--- src/rtl/fwd_hazard_ctrl_pkg.sv ---
// Shared types for the forwarding / hazard controller.
// Default-width bundles mirror the controller port list.
package fwd_hazard_ctrl_pkg;

    typedef enum logic [1:0] {
        HZ_IDLE,
        HZ_LDSTALL,
        HZ_MEMWAIT
    } hz_state_e;

    localparam int NOFW     = 0;
    localparam int DEF_AW   = 5;
    localparam int DEF_NSRC = 2;
    localparam int DEF_FSW  = $clog2(DEF_NSRC + 1);

    typedef struct packed {
        logic [DEF_AW-1:0]          id_rs1;
        logic [DEF_AW-1:0]          id_rs2;
        logic [1:0]                 id_rs_used;
        logic [DEF_AW-1:0]          ex_rs1;
        logic [DEF_AW-1:0]          ex_rs2;
        logic [1:0]                 ex_alu_src;
        logic [DEF_AW-1:0]          ex_rd;
        logic                       ex_is_load;
        logic [DEF_NSRC*DEF_AW-1:0] src_rd;
        logic [DEF_NSRC-1:0]        src_regwrite;
        logic                       mem_busy;
        logic                       flush;
    } fu2_ctrl_i_t;

    typedef struct packed {
        logic [DEF_FSW-1:0] fwd_a;
        logic [DEF_FSW-1:0] fwd_b;
        logic               stall_fe;
        logic               bubble_ex;
        logic               freeze_all;
    } fu2_ctrl_o_t;

endpackage

--- src/rtl/fwd_hazard_ctrl_src_sel.sv ---
// Per-operand bypass select: lowest-index (youngest) writing source
// whose rd matches the operand register wins.
module fwd_src_sel
    import fwd_hazard_ctrl_pkg::*;
#(
    parameter int REG_AW  = 5,
    parameter int NUM_SRC = 2,
    parameter int FSEL_W  = $clog2(NUM_SRC + 1)
) (
    input  logic [REG_AW-1:0]         rs,
    input  logic                      not_reg,
    input  logic [NUM_SRC*REG_AW-1:0] src_rd,
    input  logic [NUM_SRC-1:0]        src_regwrite,
    output logic [FSEL_W-1:0]         sel
);

    logic [REG_AW-1:0] w_rd;

    // Walk oldest to youngest so the youngest hit is written last.
    always_comb begin
        sel  = FSEL_W'(NOFW);
        w_rd = '0;
        if (!not_reg && rs != '0) begin
            for (int k = NUM_SRC - 1; k >= 0; k--) begin
                w_rd = src_rd[k*REG_AW +: REG_AW];
                if (src_regwrite[k] && w_rd != '0 && w_rd == rs)
                    sel = FSEL_W'(k + 1);
            end
        end
    end

endmodule

--- src/rtl/fwd_hazard_ctrl.sv ---
// Operand forwarding, load-use bubble FSM, memory-wait freeze
// and saturating stall performance counter.
module fwd_hazard_ctrl
    import fwd_hazard_ctrl_pkg::*;
#(
    parameter int REG_AW   = 5,
    parameter int NUM_SRC  = 2,
    parameter int LOAD_LAT = 1,
    parameter int CNT_W    = 32
) (
    input  logic                             clk,
    input  logic                             rst_n,
    input  logic [REG_AW-1:0]                id_rs1,
    input  logic [REG_AW-1:0]                id_rs2,
    input  logic [1:0]                       id_rs_used,
    input  logic [REG_AW-1:0]                ex_rs1,
    input  logic [REG_AW-1:0]                ex_rs2,
    input  logic [1:0]                       ex_alu_src,
    input  logic [REG_AW-1:0]                ex_rd,
    input  logic                             ex_is_load,
    input  logic [NUM_SRC*REG_AW-1:0]        src_rd,
    input  logic [NUM_SRC-1:0]               src_regwrite,
    input  logic                             mem_busy,
    input  logic                             flush,
    output logic [$clog2(NUM_SRC+1)-1:0]     fwd_a,
    output logic [$clog2(NUM_SRC+1)-1:0]     fwd_b,
    output logic                             stall_fe,
    output logic                             bubble_ex,
    output logic                             freeze_all,
    output logic [CNT_W-1:0]                 stall_cnt
);

    localparam int         FSEL_W = $clog2(NUM_SRC + 1);
    localparam logic [2:0] LAT_M1 = 3'(LOAD_LAT - 1);

    hz_state_e          r_state;
    hz_state_e          w_nstate;
    hz_state_e          w_eff;
    logic [2:0]         r_cnt;
    logic [2:0]         w_ncnt;
    logic [CNT_W-1:0]   r_stall_cnt;
    logic               w_hz;
    logic               w_stall;
    logic               w_bub;
    logic               w_frz;

    fwd_src_sel #(
        .REG_AW (REG_AW),
        .NUM_SRC(NUM_SRC),
        .FSEL_W (FSEL_W)
    ) u_sel_a (
        .rs          (ex_rs1),
        .not_reg     (ex_alu_src[0]),
        .src_rd      (src_rd),
        .src_regwrite(src_regwrite),
        .sel         (fwd_a)
    );

    fwd_src_sel #(
        .REG_AW (REG_AW),
        .NUM_SRC(NUM_SRC),
        .FSEL_W (FSEL_W)
    ) u_sel_b (
        .rs          (ex_rs2),
        .not_reg     (ex_alu_src[1]),
        .src_rd      (src_rd),
        .src_regwrite(src_regwrite),
        .sel         (fwd_b)
    );

    assign w_hz = ex_is_load && ex_rd != '0 &&
                  ((id_rs_used[0] && id_rs1 == ex_rd) ||
                   (id_rs_used[1] && id_rs2 == ex_rd));

    // r_cnt holds bubbles still owed; the cycle memory becomes ready
    // resumes them immediately so a freeze never costs an extra slot.
    always_comb begin
        w_eff = r_state;
        if (r_state == HZ_MEMWAIT)
            w_eff = (r_cnt != '0) ? HZ_LDSTALL : HZ_IDLE;
        w_nstate = r_state;
        w_ncnt   = r_cnt;
        w_stall  = 1'b0;
        w_bub    = 1'b0;
        w_frz    = 1'b0;
        if (mem_busy) begin
            w_nstate = HZ_MEMWAIT;
            w_stall  = 1'b1;
            w_frz    = 1'b1;
        end else begin
            unique case (w_eff)
                HZ_IDLE: begin
                    w_nstate = HZ_IDLE;
                    w_ncnt   = '0;
                    if (w_hz && !flush) begin
                        w_stall  = 1'b1;
                        w_bub    = 1'b1;
                        w_ncnt   = LAT_M1;
                        w_nstate = (LAT_M1 != '0) ? HZ_LDSTALL : HZ_IDLE;
                    end
                end
                HZ_LDSTALL: begin
                    if (flush) begin
                        w_nstate = HZ_IDLE;
                        w_ncnt   = '0;
                    end else begin
                        w_stall = 1'b1;
                        w_bub   = 1'b1;
                        if (r_cnt <= 3'd1) begin
                            w_nstate = HZ_IDLE;
                            w_ncnt   = '0;
                        end else begin
                            w_nstate = HZ_LDSTALL;
                            w_ncnt   = r_cnt - 3'd1;
                        end
                    end
                end
                default: begin
                    w_nstate = HZ_IDLE;
                    w_ncnt   = '0;
                end
            endcase
        end
    end

    always_ff @(posedge clk or negedge rst_n) begin
        if (!rst_n) begin
            r_state     <= HZ_IDLE;
            r_cnt       <= '0;
            r_stall_cnt <= '0;
        end else begin
            r_state <= w_nstate;
            r_cnt   <= w_ncnt;
            if ((w_stall || w_frz) && !(&r_stall_cnt))
                r_stall_cnt <= r_stall_cnt + CNT_W'(1);
        end
    end

    // Gated by reset so a held mem_busy cannot keep the pipe stalled.
    assign stall_fe   = rst_n && w_stall;
    assign bubble_ex  = rst_n && w_bub;
    assign freeze_all = rst_n && w_frz;
    assign stall_cnt  = r_stall_cnt;

endmodule
--- config.mk ---
export PLATFORM = sky130hd
export DESIGN_NAME = fwd_hazard_ctrl
export DESIGN_NICKNAME = d
export VERILOG_FILES = /design/src/rtl/fwd_hazard_ctrl_pkg.sv /design/src/rtl/fwd_hazard_ctrl_src_sel.sv /design/src/rtl/fwd_hazard_ctrl.sv
export SDC_FILE = /design/constraint.sdc
export NUM_CORES = 1
export LEC_CHECK = 0
export CORE_MARGIN = 2
export CORE_UTILIZATION = 30
export CTS_CLUSTER_SIZE = 30
export DETAILED_ROUTE_END_ITERATION = 10
export MAX_ROUTING_LAYER = met4
export SLEW_MARGIN = 20
export SYNTH_ARGS = -nofsm -noshare
export SYNTH_HDL_FRONTEND = slang
export SYNTH_SLANG_ARGS = --single-unit
--- constraint.sdc ---
create_clock -name clk -period 9.3 [get_ports clk]
set_input_delay 2.79 -clock clk [delete_from_list [all_inputs] [get_ports clk]]
set_output_delay 2.79 -clock clk [all_outputs]
set_load 0.005 [all_outputs]
==> results of run 1 <==
critical path, stage by stage:
cell             delay [ns]
clkdlybuf4s50_1        0.46
or4_1                  0.53
o21ai_0                0.36
nor3_1                 0.12
nor4_1                 0.28
clkdlybuf4s50_1        0.55
sequential cells by signal, summed over array words and instances (netlist names):
| name | count |
|---|---|
| r_state | 2 |
| stall_cnt | 32 |
| r_cnt | 3 |
routing by layer:
layer | global-route usage, % | vias up
li1 | - | 974
met1 | 19.09 | 896
met2 | 22.49 | 49
met3 | 4.107 | 7
met4 | 5.641 | 0
met5 | - | -
power breakdown:
group	internal (mW)	total [mW]	leakage (nW)	switching, mW
combinational	0.0711	0.111	0.696	0.0399
sequential	0.178	0.199	0.473	0.0215
clock	0.0669	0.124	0.0542	0.0567
total	0.316	0.434	1.22	0.118
kinds of logic after synthesis:
| group | count (synthesis) |
|---|---|
| flops | 37 |
| compound gates | 16 |
| simple gates | 97 |
| buf+inv | 10 |
| fa+ha+maj | 4 |
| mux | 1 |
| xor+xnor | 61 |
layout by cell type, fill, tap and decap left out, types with 3 or more instances in the layout:
master	netlist	final
nand3_1	16	16
nor2_2	3	3
nor3_1	6	6
xor2_1	12	12
xnor2_1	49	49
and3_2	3	3
a21oi_1	3	3
ha_1	4	4
nand4_1	14	14
clkdlybuf4s50_1	0	83
nand2_1	15	15
and2_1	4	4
dfrtp_1	37	37
nor4_1	5	5
clkbuf_8	0	7
o21ai_0	6	6
nor2_1	8	8
or4_1	5	5
and3_1	4	4
inv_1	6	6
area by class of cell:
cell class | count | area (um2) | area share (%)
flip-flops and latches | 37 | 925.9 | 28.24
clock inverters | 1 | 5.005 | 0.1527
multi-input cells | 179 | 1261 | 38.47
clock buffers | 7 | 96.34 | 2.939
well taps | 99 | 123.9 | 3.779
inverters | 6 | 22.52 | 0.6870
repair buffers | 85 | 843.3 | 25.73
synth_stat cells (all sizes together):
library cell	number	share of area, %
xnor2	49	19
dfrtp	37	42
nand3	17	4.0
nand2	15	2.5
nand4	14	3.9
xor2	12	4.7
nor2	11	2.2
and3	7	2.1
inv	6	1.0
nor3	6	1.3
o21ai	6	1.3
or4	6	2.2
nor4	5	1.4
a21oi	4	1.1
and2	4	1.1
ha	4	2.2
and4	3	1.3
buf	2	0.45
clkbuf	2	0.34
nor2b	2	0.56
o21bai	2	0.67
or2	2	0.56
or3	2	0.56
a2111oi	1	0.67
a211oi	1	0.56
a21o	1	0.39
and2b	1	0.39
mux2	1	0.51
nand2b	1	0.28
nor3b	1	0.34
o22ai	1	0.28
stage by stage:
| step | std cells | power (mW) | area (um2) |
|---|---|---|---|
| after global placement | 406 | 0.3133 | 3177 |
| final | 414 | 0.4338 | 3278 |
| after detailed placement | 406 | 0.3148 | 3177 |
| after floorplan | 226 | 0.2427 | 2227 |
| after CTS | 414 | 0.4409 | 3278 |
| after global routing | 414 | 0.4585 | 3278 |
path summary, 6_finish.rpt:
| check | endpoint | slack [ns] | cells after the start |
|---|---|---|---|
| min reg2reg | stall_cnt[30]$_DFFE_PN0P_ | 0.49 | 1 |
| max | fwd_a[1] | 1.42 | 6 |
| min | stall_cnt[30]$_DFFE_PN0P_ | 0.49 | 1 |
| max reg2reg | stall_cnt[1]$_DFFE_PN0P_ | 6.81 | 6 |
| max in group asynchronous | stall_cnt[16]$_DFFE_PN0P_ | 6.26 | 2 |
| min in group asynchronous | stall_cnt[27]$_DFFE_PN0P_ | 2.41 | 1 |
==> impl_metrics.tcl, run 1 <==
set metrics [dict create \
    top_layer "met4" \
    synth.avg_cell_area_um2 9.855 \
    die_h_um 90.16 \
    io_pins 85 \
    synth_top_family_by_area "simple AND/OR/NAND/NOR gates" \
    dr_wl_met2_mm 2.585 \
    core_area_um2 7214 \
    fp.dieW_um 90.16 \
    worst_pin_slew_ns 1.028 \
    drive_above_1_share_pct 8.254 \
    fin_crit_ns 7.877 \
    drtIter0Drc 60 \
    wire_per_inst_um 13.74 \
    vias 1926 \
    crit_arrival_ns 5.09 \
    root_buffer "clkbuf_8" \
    grtUsageTotal_pct 14.89 \
    nFillCells 711 \
    max_slew_margin_pct 31.46 \
    vias_per_cell 4.652 \
    peakVddDrop_uv 121.2 \
    hold_buffers 0 \
    status "finished clean" \
    worst_slack_ns 1.423 \
    cp.required_ns 6.51 \
    postRouteAntennaNets 0 \
    ys_seq_elements 37 \
    cp_max_fo 4 \
    clock_path_buffers 2 \
    holdCritPathClass "flip-flop to flip-flop" \
    nets 364 \
    rsz0062_at_grt "no" \
    tns_ns 0 \
    diodes 0 \
    syn_area_um2 2227 \
    fmax_ghz 0.1270 \
    grt_pass1_vias 1965 \
    initial_core_util_pct 30.87 \
    setup_viol 0 \
    place_congestion 0.9382 \
    synthAdderAreaFrac_pct 2.247 \
    grt_pass1_wl_mm 9.528 \
    synthXorXnorAreaFrac_pct 23.99 \
    first_pass_iters 4 \
    dieArea_um2 8129 \
    area_growth_pct 47.19 \
    path_clk_slew_ns 0.07 \
    p_leak_nw 1.223 \
    hp-start "stall_cnt[30]$_DFFE_PN0P_" \
    drt_wl_total_mm 5.688 \
    pwr_density_cell_nw_per_um2 132.3 \
    period_share_pct 84.69 \
    yosysWarnings 0 \
    critPathLaunch "src_rd[0]" \
    hold_viol_final 0 \
    synth_compound_gate_area_share_pct 5.000 \
    drc_errors 0 \
    synth-simple-area-share_pct 24.89 \
    synth.distinct_cells 38 \
    crit_type "primary input to output pin" \
    slew_violations 0 \
    postSynthCellCount 226 \
    endpoint_kind "output pin" \
    syn_nets 276 \
    skew_ns 0.003534 \
    hold_ws_ns 0.4883 \
    dp_slack_ns 1.406 \
    worstReg2RegStart "stall_cnt[4]$_DFFE_PN0P_" \
    port_buffers 84 \
    post_cts_resize_count 0 \
    rows 31 \
    clock_latency_ns 0.29 \
    cts_tree "done" \
    numCtsBuffers 5 \
    final_util_pct 45.44 \
    overflow 0 \
    postCtsSetupBuffers 0 \
    htree_levels 2 \
    wl_met1_mm 2.709 \
    crit_path_start_kind "primary input" \
    synthMuxAreaShare_pct 0.5056 \
    maxCapViolations 0 \
    yosysSeqAreaShare_pct 41.57 \
    antenna_found_initial 0 \
    dr_wl_met3_um 284 \
    grt_max_degree 24 \
    clkSinkCount 37 \
    dpl.hpwl_mm 4.488 \
]
(Power assumes the default switching activity.)
==> run 2: changes to the inputs <==
==> constraint.sdc (replaced) <==
create_clock -name clk -period 7.7 [get_ports clk]
set_input_delay 2.31 -clock clk [delete_from_list [all_inputs] [get_ports clk]]
set_output_delay 2.31 -clock clk [all_outputs]
set_load 0.005 [all_outputs]
==> run 2 against run 1 <==
Worst setup slack worse by 0.68 ns; cell count unchanged; clock skew up 0.0063 ns; sequential power up 21%.
==> impl_metrics.tcl, run 2 (synthesis gave the netlist of run 1 again) <==
set metrics [dict create \
    clock_path_buffers 2 \
    dp.cells 406 \
    path_clk_slew_ns 0.08 \
    drt_wl_total_mm 5.715 \
    dieArea_um2 8129 \
    overflow 0 \
    hold_viol_final 0 \
    setup_viol 0 \
    numCtsBuffers 5 \
    critPathLaunch "src_rd[0]" \
    area_growth_pct 47.87 \
    p_leak_nw 1.227 \
    place_congestion 0.9240 \
    postRouteAntennaNets 0 \
    root_buffer "clkbuf_8" \
    grt_pass1_wl_mm 9.563 \
    whs_path_depth 1 \
    cpLargestDelayFamily "buffers and inverters" \
    cp.required_ns 5.39 \
    largest_reg_flops 32 \
    dpl.hpwl_mm 4.480 \
    pwr_density_cell_nw_per_um2 166.6 \
    period_share_pct 90.38 \
    crit_path_start_kind "primary input" \
    worstPathBufferInverterCount 2 \
    max_slew_margin_pct 32.59 \
    hold_ws_ns 0.4881 \
    io_pins 85 \
    clock_latency_ns 0.29 \
    cp_max_fo 4 \
    fin_cells 414 \
    grt_pass1_vias 1947 \
    cts_tree "done" \
    drtIter0Drc 54 \
    first_pass_iters 4 \
    status "finished clean" \
    cp_common_cell "clkdlybuf4s50_1" \
    tns_ns 0 \
    maxCapViolations 0 \
    antenna_found_initial 0 \
    slew_violations 0 \
    path_cells "clkdlybuf4s50_1 > or4_1 > o21ai_0 > nor3_1 > nor4_1 > clkdlybuf4s50_1" \
    drive_above_1_share_pct 7.937 \
    postCtsSetupBuffers 0 \
    vias_per_cell 4.710 \
    crit_arrival_ns 4.65 \
    fmax_ghz 0.1437 \
    vias 1950 \
    grtUsageTotal_pct 14.79 \
    max_stage_delay_ns 0.55 \
    post_cts_resize_count 0 \
    total_power_mw 0.5486 \
    drc_errors 0 \
    final_common_cell "clkdlybuf4s50_1" \
    skew_ns 0.009826 \
    final_cell_mix "clkdlybuf4s50_1 (83), xnor2_1 (49), dfrtp_1 (37)" \
    cp_slowest_cell "clkdlybuf4s50_1" \
    worst_pin_slew_ns 1.011 \
    clkSinkCount 37 \
    core_area_um2 7214 \
    fin_crit_ns 6.960 \
    grt_max_degree 24 \
    hold_buffers 0 \
    die_h_um 90.16 \
    crit_type "primary input to output pin" \
    fp.dieW_um 90.16 \
    hp-start "stall_cnt[28]$_DFFE_PN0P_" \
    holdCritPathClass "flip-flop to flip-flop" \
    rows 31 \
    diodes 0 \
    final_util_pct 45.65 \
    wire_per_inst_um 13.80 \
    initial_core_util_pct 30.87 \
    port_buffers 84 \
    crit_cells 6 \
    nets 364 \
    peakVddDrop_uv 185.4 \
    ff2ff_path_depth 6 \
    rsz0062_at_grt "no" \
    htree_levels 2 \
    endpoint_kind "output pin" \
    worstReg2RegStart "stall_cnt[4]$_DFFE_PN0P_" \
]
## run 2: changes by cell type in the layout (fill, tap and decap cells not counted)
cell / previous run / this run
bufinv_16: 0 / 1
clkbuf_1: 0 / 1
clkbuf_8: 7 / 6
clkinv_2: 1 / 0
## run 2: area by class of cell
type / count / area, um2
fillers: 708 / 3921
multi-input cells: 179 / 1261
flip-flops and latches: 37 / 925.9
repair buffers: 85 / 843.3
well taps: 99 / 123.9
clock buffers: 7 / 86.33
clock inverters: 1 / 30.03
inverters: 6 / 22.52
## run 2: worst paths after layout
path	to	slack, ns
worst min-delay path	stall_cnt[28]$_DFFE_PN0P_	0.49
min in group asynchronous	stall_cnt[18]$_DFFE_PN0P_	1.95
worst max-delay path	fwd_a[1]	0.74
worst min register to register	stall_cnt[28]$_DFFE_PN0P_	0.49
worst max register to register	stall_cnt[1]$_DFFE_PN0P_	5.21
max in group asynchronous	stall_cnt[2]$_DFFE_PN0P_	5.13
## run 2: stage by stage
step | cell area, um2 | worst slack, ns
CTS | 3293 | 0.7434
global route | 3293 | 0.5994
floorplan | 2227 | 1.870
global placement | 3177 | 0.8121
finish | 3293 | 0.7404
detailed placement | 3177 | 0.7437
## run 2: power breakdown
part	switching, mW	leakage [nW]	internal [mW]
registers	0.0261	0.473	0.215
clock network	0.0688	0.0585	0.106
logic	0.0476	0.696	0.0858
total	0.143	1.23	0.406
## run 2: metal layers
| metal | wire, um | track usage (%) | vias up | share of wire (%) |
|---|---|---|---|---|
| met5 | 0 | - | - | 0 |
| met4 | 114 | 6.026 | 0 | 2.0 |
| met3 | 305 | 3.437 | 9 | 5.3 |
| met2 | 2660 | 22.37 | 60 | 47 |
| met1 | 2635 | 19.16 | 918 | 46 |
| li1 | - | - | 963 | - |
==> run 3: changes to the inputs <==
--- a/config.mk
+++ b/config.mk
@@ -10,7 +10,9 @@
 export CTS_CLUSTER_SIZE = 30
 export DETAILED_ROUTE_END_ITERATION = 10
 export MAX_ROUTING_LAYER = met4
+export PLACE_DENSITY_LB_ADDON = 0.1
 export SLEW_MARGIN = 20
 export SYNTH_ARGS = -nofsm -noshare
 export SYNTH_HDL_FRONTEND = slang
+export SYNTH_HIERARCHICAL = 1
 export SYNTH_SLANG_ARGS = --single-unit
==> run 3 against run 2 <==
Critical path depth is 1 higher; register-to-register slack improved by 0.41 ns; clock power fell by 26%; synthesized cell count unchanged; first-iteration DRC count up 54%; combinational power about the same; hold slack better by 0.0072 ns; via count rose by 0.82%; area after synthesis rose by 2.4%; critical path type unchanged.
==> impl_metrics.tcl, run 3 <==
set metrics [dict create \
    drtIter0Drc 83 \
    io_pins 85 \
    min_to "stall_cnt[18]$_DFFE_PN0P_" \
    ys_seq_elements 37 \
    async_flop_share_pct 100.0 \
    path_clk_slew_ns 0.07 \
    grt_pass1_vias 1904 \
    worstReg2RegStart "r_cnt[0]$_DFFE_PN0N_" \
    syn_nets 276 \
    netlist.area_leader.share_pct 40.59 \
    status "finished clean" \
    holdCritPathClass "flip-flop to flip-flop" \
    fmax_ghz 0.1493 \
    multiInputGateArea_um2 1333 \
    grtUsageTotal_pct 14.21 \
    root_buffer "clkbuf_8" \
    hp-start "stall_cnt[18]$_DFFE_PN0P_" \
    postSynthCellCount 226 \
    post_cts_resize_count 0 \
    dp_slack_ns 0.9601 \
    skew_ns 0.005915 \
    vias_per_cell 4.703 \
    clkSinkCount 37 \
    antenna_found_initial 0 \
    crit_type "primary input to output pin" \
    nets 368 \
    dieArea_um2 8317 \
    place_congestion 0.8427 \
    drt_wl_total_mm 5.400 \
    vias 1966 \
    hold_buffers 0 \
    largest_reg_flops 32 \
    drive_above_1_share_pct 8.150 \
    hold_viol_final 0 \
    crit_arrival_ns 4.39 \
    synth_top_cells_by_area "dfrtp_1 (41%), xnor2_1 (15%), xor2_1 (8.1%)" \
    port_buffers 84 \
    rsz0062_at_grt "no" \
    p_leak_nw 1.251 \
    numCtsBuffers 5 \
    fin_crit_ns 6.699 \
    pwr_density_cell_nw_per_um2 150.8 \
    setup_viol 0 \
    htree_levels 2 \
    maxCapViolations 0 \
    cts_tree "done" \
    fp.dieW_um 91.20 \
    synth_edf_count 0 \
    syn_area_um2 2281 \
    area_growth_pct 46.02 \
    peakVddDrop_uv 52.43 \
    clock_latency_ns 0.28 \
    synth.avg_cell_area_um2 10.09 \
    dpl.hpwl_mm 4.376 \
    die_h_um 91.20 \
    clock_path_buffers 2 \
    synth_common_cells "xnor2_1 (38), dfrtp_1 (37), xor2_1 (21)" \
    fin_cells 418 \
    synth.distinct_cells 37 \
    yosysMostFrequentCell "xnor2_1" \
    grt_pass1_wl_mm 9.301 \
    diodes 0 \
    cp.required_ns 5.39 \
    ys.flop_type "dfrtp_1" \
    ff2ff_path_depth 9 \
    cp_max_fo 7 \
    max_slew_margin_pct 69.15 \
    rows 31 \
    crit_path_start_kind "primary input" \
    r2r_end "stall_cnt[18]$_DFFE_PN0P_" \
    nFillCells 738 \
    initial_core_util_pct 31.28 \
    core_area_um2 7292 \
    grt_max_degree 33 \
    yosysSeqAreaShare_pct 40.59 \
    postRouteAntennaNets 0 \
    rrSetupSlack_ns 5.62 \
    slew_violations 0 \
    drc_errors 0 \
    dp.cells 410 \
    final_common_cell "clkdlybuf4s50_1" \
    whs_path_depth 1 \
    yosysWarnings 6 \
    overflow 0 \
    first_pass_iters 5 \
    tns_ns 0 \
    wire_per_inst_um 12.92 \
    seq_area_um2 925.9 \
    period_share_pct 87.01 \
    yosysTopAreaCell "dfrtp_1" \
    final_util_pct 45.68 \
    endpoint_kind "output pin" \
    final_cell_mix "clkdlybuf4s50_1 (83), xnor2_1 (38), dfrtp_1 (37)" \
    worst_slack_ns 1.001 \
    worst_pin_slew_ns 0.4618 \
    postCtsSetupBuffers 0 \
]
run 3: changes by cell type after synthesis, sizes merged, moves of 3 or more:
cell	before	now
nor2	11	14
or4	6	3
xnor2	49	38
xor2	12	21
nand2	15	18
run 3: logic make-up (layout without fill, tap and decap cells):
logic type | count (synthesis) | after routing | synth area share (%)
mux | 1 | 1 | 0.6581
flops | 37 | 37 | 40.59
compound gates | 17 | 17 | 6.363
fa+ha+maj | 4 | 4 | 2.194
buf+inv | 6 | 99 | 0.9873
xor+xnor | 59 | 59 | 22.66
simple gates | 102 | 102 | 26.55
run 3: worst max path at each step:
stage	startpoint	to	slack (ns)	cells after the start
after CTS	ex_rd[1]	stall_fe	0.97	7
after global routing	ex_rd[1]	stall_fe	0.89	7
final	ex_rd[1]	stall_fe	1.00	7
after detailed placement	ex_rd[1]	stall_fe	0.96	7
after floorplan	ex_rd[1]	stall_fe	2.00	5
after global placement	ex_rd[1]	stall_fe	0.99	7
run 3: worst max-delay path, cell delays in order:
cell and delay [ns]:
clkdlybuf4s50_1 0.46, or4_1 0.55, nor2_1 0.13, a2111oi_2 0.07, a21oi_4 0.32, nor2b_1 0.08
clkdlybuf4s50_1 0.46
run 3: metal layers:
layer | GRT usage [%] | part of all wire [%] | wire [um]
met5 | - | 0 | 0
met1 | 18.87 | 46 | 2477
met3 | 2.905 | 6.2 | 334
met2 | 21.42 | 46 | 2471
met4 | 5.429 | 2.1 | 116
run 3: power breakdown:
group          internal, mW  switching, mW  total, mW
registers             0.214         0.0239      0.238
clock network        0.0627         0.0655      0.128
logic                0.0871         0.0490      0.136
run 3: layout make-up:
class | instances | share of cell area (%)
Clock inverter | 2 | 0.3005
Inverter | 6 | 0.6762
Multi-Input combinational cell | 183 | 40.01
Tap cell | 99 | 3.719
Sequential cell | 37 | 27.80
Clock buffer | 6 | 2.179
Timing Repair Buffer | 85 | 25.32
run 3: metrics by stage:
step	power [mW]	hold slack [ns]	area [um2]
3_5_place_dp	0.3799	0.4913	3248
6_report	0.5023	0.4953	3331
2_1_floorplan	0.2931	0.4643	2281
3_3_place_gp	0.3773	0.4827	3248
5_1_grt	0.5333	0.5279	3331
4_1_cts	0.5123	0.5011	3331
==> RTL change 1: new RTL, settings of run 3 <==
The 3 states of `hz_state_e` get a one-hot encoding in 3 bits.
--- a/src/rtl/fwd_hazard_ctrl_pkg.sv
+++ b/src/rtl/fwd_hazard_ctrl_pkg.sv
@@ -4,6 +4,6 @@
 
-    typedef enum logic [1:0] {
-        HZ_IDLE,
-        HZ_LDSTALL,
-        HZ_MEMWAIT
+    typedef enum logic [2:0] {
+        HZ_IDLE    = 3'b001,
+        HZ_LDSTALL = 3'b010,
+        HZ_MEMWAIT = 3'b100
     } hz_state_e;
Formal check against the unedited RTL: same outputs for any inputs over 10 cycles, from zero or initial values and one cycle with rst_n low; not proved beyond that.
==> RTL change 1 against run 3 <==
Sequential cell count is 1 higher; utilization decreased by 0.95 points; cell area rose by 3.2%; count of clock-buffer cells in the layout is the same; total power up 15%; synthesized area is 3.6% higher; worst setup slack worse by 0.17 ns; wire length grew 7.4%; critical path type unchanged.
==> RTL change 1: results (changes against run 3) <==
metric,value,unit,change
met1Wirelength,2.80,mm,was 2.48 mm
grt_pass1_wl,9.36,mm,was 9.30 mm
n_fill_cell,740,,was 738
via_per_inst,4.66,,was 4.70
skew,0.00566,ns,was 0.00591 ns
crit_fanout,3,,was 7
crit_arrival,4.56,ns,was 4.39 ns
relSlewSlack,32.3,%,was 69.2%
status,completed,,unchanged
ys_seq_area_share,40.3,%,was 40.6%
synth_commonest_cells,"43 x xnor2_1, 37 x dfrtp_1, 18 x nand4_1",,"was 38 x xnor2_1, 37 x dfrtp_1, 21 x xor2_1"
synth_area_per_cell,10.7,um^2,was 10.1 um^2
wl_met2,2.50,mm,was 2.47 mm
synth_nets,271,,was 276
worstHoldStart,r_cnt[2],,was stall_cnt[18]
grt_max_degree,28,,was 33
seq_share,27.7,%,was 27.8%
drt-total-wl,5.80,mm,was 5.40 mm
yosys.cell_types.count,47,,was 37
drive_gt1_share,10.4,%,was 8.15%
multi_input_area,1360,um^2,was 1330 um^2
netlist.area_leader.share,39.2,%,was 40.6%
drt-initial-drc-count,53,,was 83
clockNetworkAreaShare,4.15,%,was 2.48%
hpwl,4.36,mm,was 4.38 mm
inv_count,4,,was 6
gp_congestion,0.780,,was 0.843
dr_wl_met3,443,um,was 334 um
## RTL change 1: cell types whose count changed in the layout (fill, tap and decap cells not counted), sizes merged, moves of 2 or more
cell,change
nand3,-3
xnor2,+5
nor2,-6
a21oi,-2
bufinv,+2
nand2,-4
nor4b,+2
xor2,-5
and3,+3
nand4,+7
nor2b,-2
a211oi,+2
inv,-3
nor3,-2
## RTL change 1: final timing paths
path,slack [ns],end,depth (start not counted)
worst max-delay path,0.83,stall_fe,6
worst min-delay path,0.49,r_cnt[2],1
worst max register to register,4.94,stall_cnt[22],9
worst min register to register,0.49,r_cnt[2],1
max in group asynchronous,5.15,stall_cnt[25],2
min in group asynchronous,1.90,r_cnt[0],1
## RTL change 1: stage by stage
| step | utilization [%] | total power, mW | area, um^2 |
|---|---|---|---|
| after CTS | 44.7 | 0.587 | 3440 |
| final | 44.7 | 0.580 | 3440 |
| after floorplan | - | 0.294 | 2360 |
| after global placement | 42.9 | 0.373 | 3300 |
| after detailed placement | 42.9 | 0.373 | 3300 |
| after global routing | 44.7 | 0.613 | 3440 |
## RTL change 1: per-layer routing
| metal | vias to the layer above | GRT usage, % |
|---|---|---|
| li1 | 956 | - |
| met4 | 0 | 3.92 |
| met1 | 886 | 19.7 |
| met2 | 66 | 19.9 |
| met5 | - | - |
| met3 | 6 | 3.74 |
## RTL change 1: cells by family (layout without fill, tap and decap cells)
group	Yosys count	after routing	share of synthesized area, %
AO/OA/AOI/OAI	16	16	6.78
buffers and inverters	9	97	2.28
XOR/XNOR	59	59	21.9
adder cells (fa/ha/maj)	4	4	2.12
AND/OR/NAND/NOR	93	93	25.7
multiplexers	2	2	0.953
flip-flops	38	38	40.3
## RTL change 1: power breakdown
part	switching, mW	internal (mW)
clock	0.0719	0.138
sequential	0.0244	0.218
combinational	0.0465	0.0806
==> RTL change 2: new RTL, config.mk and constraints of run 3 <==
Without the edit above. `NUM_SRC` is set to 2 in 2 places; all go to 4.
--- a/src/rtl/fwd_hazard_ctrl_src_sel.sv
+++ b/src/rtl/fwd_hazard_ctrl_src_sel.sv
@@ -6,3 +6,3 @@
     parameter int REG_AW  = 5,
-    parameter int NUM_SRC = 2,
+    parameter int NUM_SRC = 4,
     parameter int FSEL_W  = $clog2(NUM_SRC + 1)
--- a/src/rtl/fwd_hazard_ctrl.sv
+++ b/src/rtl/fwd_hazard_ctrl.sv
@@ -6,3 +6,3 @@
     parameter int REG_AW   = 5,
-    parameter int NUM_SRC  = 2,
+    parameter int NUM_SRC  = 4,
     parameter int LOAD_LAT = 1,
Ports: changed (resized fwd_a, fwd_b, src_rd and src_regwrite); port bits go from 85 to 99. No check against the original RTL was run, so the function may have changed too.
==> RTL change 2 against run 3 <==
Clock power increased by 5%; synthesized area increased by 18%; utilization decreased by 1.5 points; total power increased by 6.7%; die area increased by 17%; cell area increased by 16%; worst setup slack got worse by 0.0034 ns; wire length increased by 28%; critical path depth unchanged; sequential cell count unchanged; critical path type unchanged.
==> RTL change 2: results (changes against run 3) <==
metric,value,unit,change
dp_slack,0.966,ns,was 0.960 ns
multi_input_gates,233,,was 183
multi_input_area_share,44.1,%,was 40.0%
place_area,3760,um^2,was 3250 um^2
synth_nets,346,,was 276
holdPathEnd,stall_cnt[6],,was stall_cnt[18]
hpwl,5.65,mm,was 4.38 mm
syn2layout_area_growth,42.7,%,was 46.0%
internal_power,0.377,mW,was 0.364 mW
relSlewSlack,69.2,%,about the same
irDropWorstVdd,0.0705,mV,was 0.0524 mV
via_per_inst,4.78,,was 4.70
p_clk_share,25.1,%,was 25.5%
ys_seq_area_share,34.3,%,was 40.6%
max_freq,149,MHz,about the same
skew,0.0135,ns,was 0.00591 ns
n_fill_cell,857,,was 738
num-nonclk-buffers,99,,was 85
gp_congestion,0.846,,was 0.843
r2r_end,stall_cnt[15],,was stall_cnt[18]
place_inst,483,,was 410
clockNetworkAreaShare,2.24,%,was 2.48%
power_leakage,1.42,nW,was 1.25 nW
grt_max_degree,30,,was 33
status,completed,,unchanged
grt_pass1_vias,2395,,was 1904
drt-initial-drc-count,62,,was 83
buffer_area_share,25.5,%,was 25.3%
die_area,9770,um^2,was 8320 um^2
drive_gt1_share,8.62,%,was 8.15%
track_usage,14.9,%,was 14.2%
grt_pass1_wl,11.6,mm,was 9.30 mm
vias,2346,,was 1966
io_buffer_count,98,,was 84
yosys.cell_types.count,45,,was 37
synth_area_leaders,"dfrtp_1 34%, xnor2_1 14%, xor2_1 11%",,"was dfrtp_1 41%, xnor2_1 15%, xor2_1 8.1%"
worstHoldStart,stall_cnt[6],,was stall_cnt[18]
## RTL change 2: per-layer routing
layer	vias up	part of all wire [%]	GRT usage [%]
met5	-	0	-
met4	0	1.3	3.90
met3	7	4.9	3.05
met2	66	48	24.4
met1	1080	45	18.8
li1	1193	-	-
## RTL change 2: kinds of logic (layout without fill, tap and decap cells)
logic type	Yosys count	after routing	synth area share, %
buffers and inverters	14	113	2.78
adders and majority gates	4	4	1.85
DFF	37	37	34.3
muxes	1	1	0.556
AOI/OAI and AO/OA	27	27	8.07
xor gates and xnor gates	75	75	24.3
and+or+nand+nor	126	126	28.1
## RTL change 2: worst max-delay path: stages
cell and delay [ns]:
clkdlybuf4s50_1 0.47, or4_1 0.53, nor2_1 0.13, a2111oi_2 0.07, a21oi_4 0.32, nor2b_1 0.09
clkdlybuf4s50_1 0.46
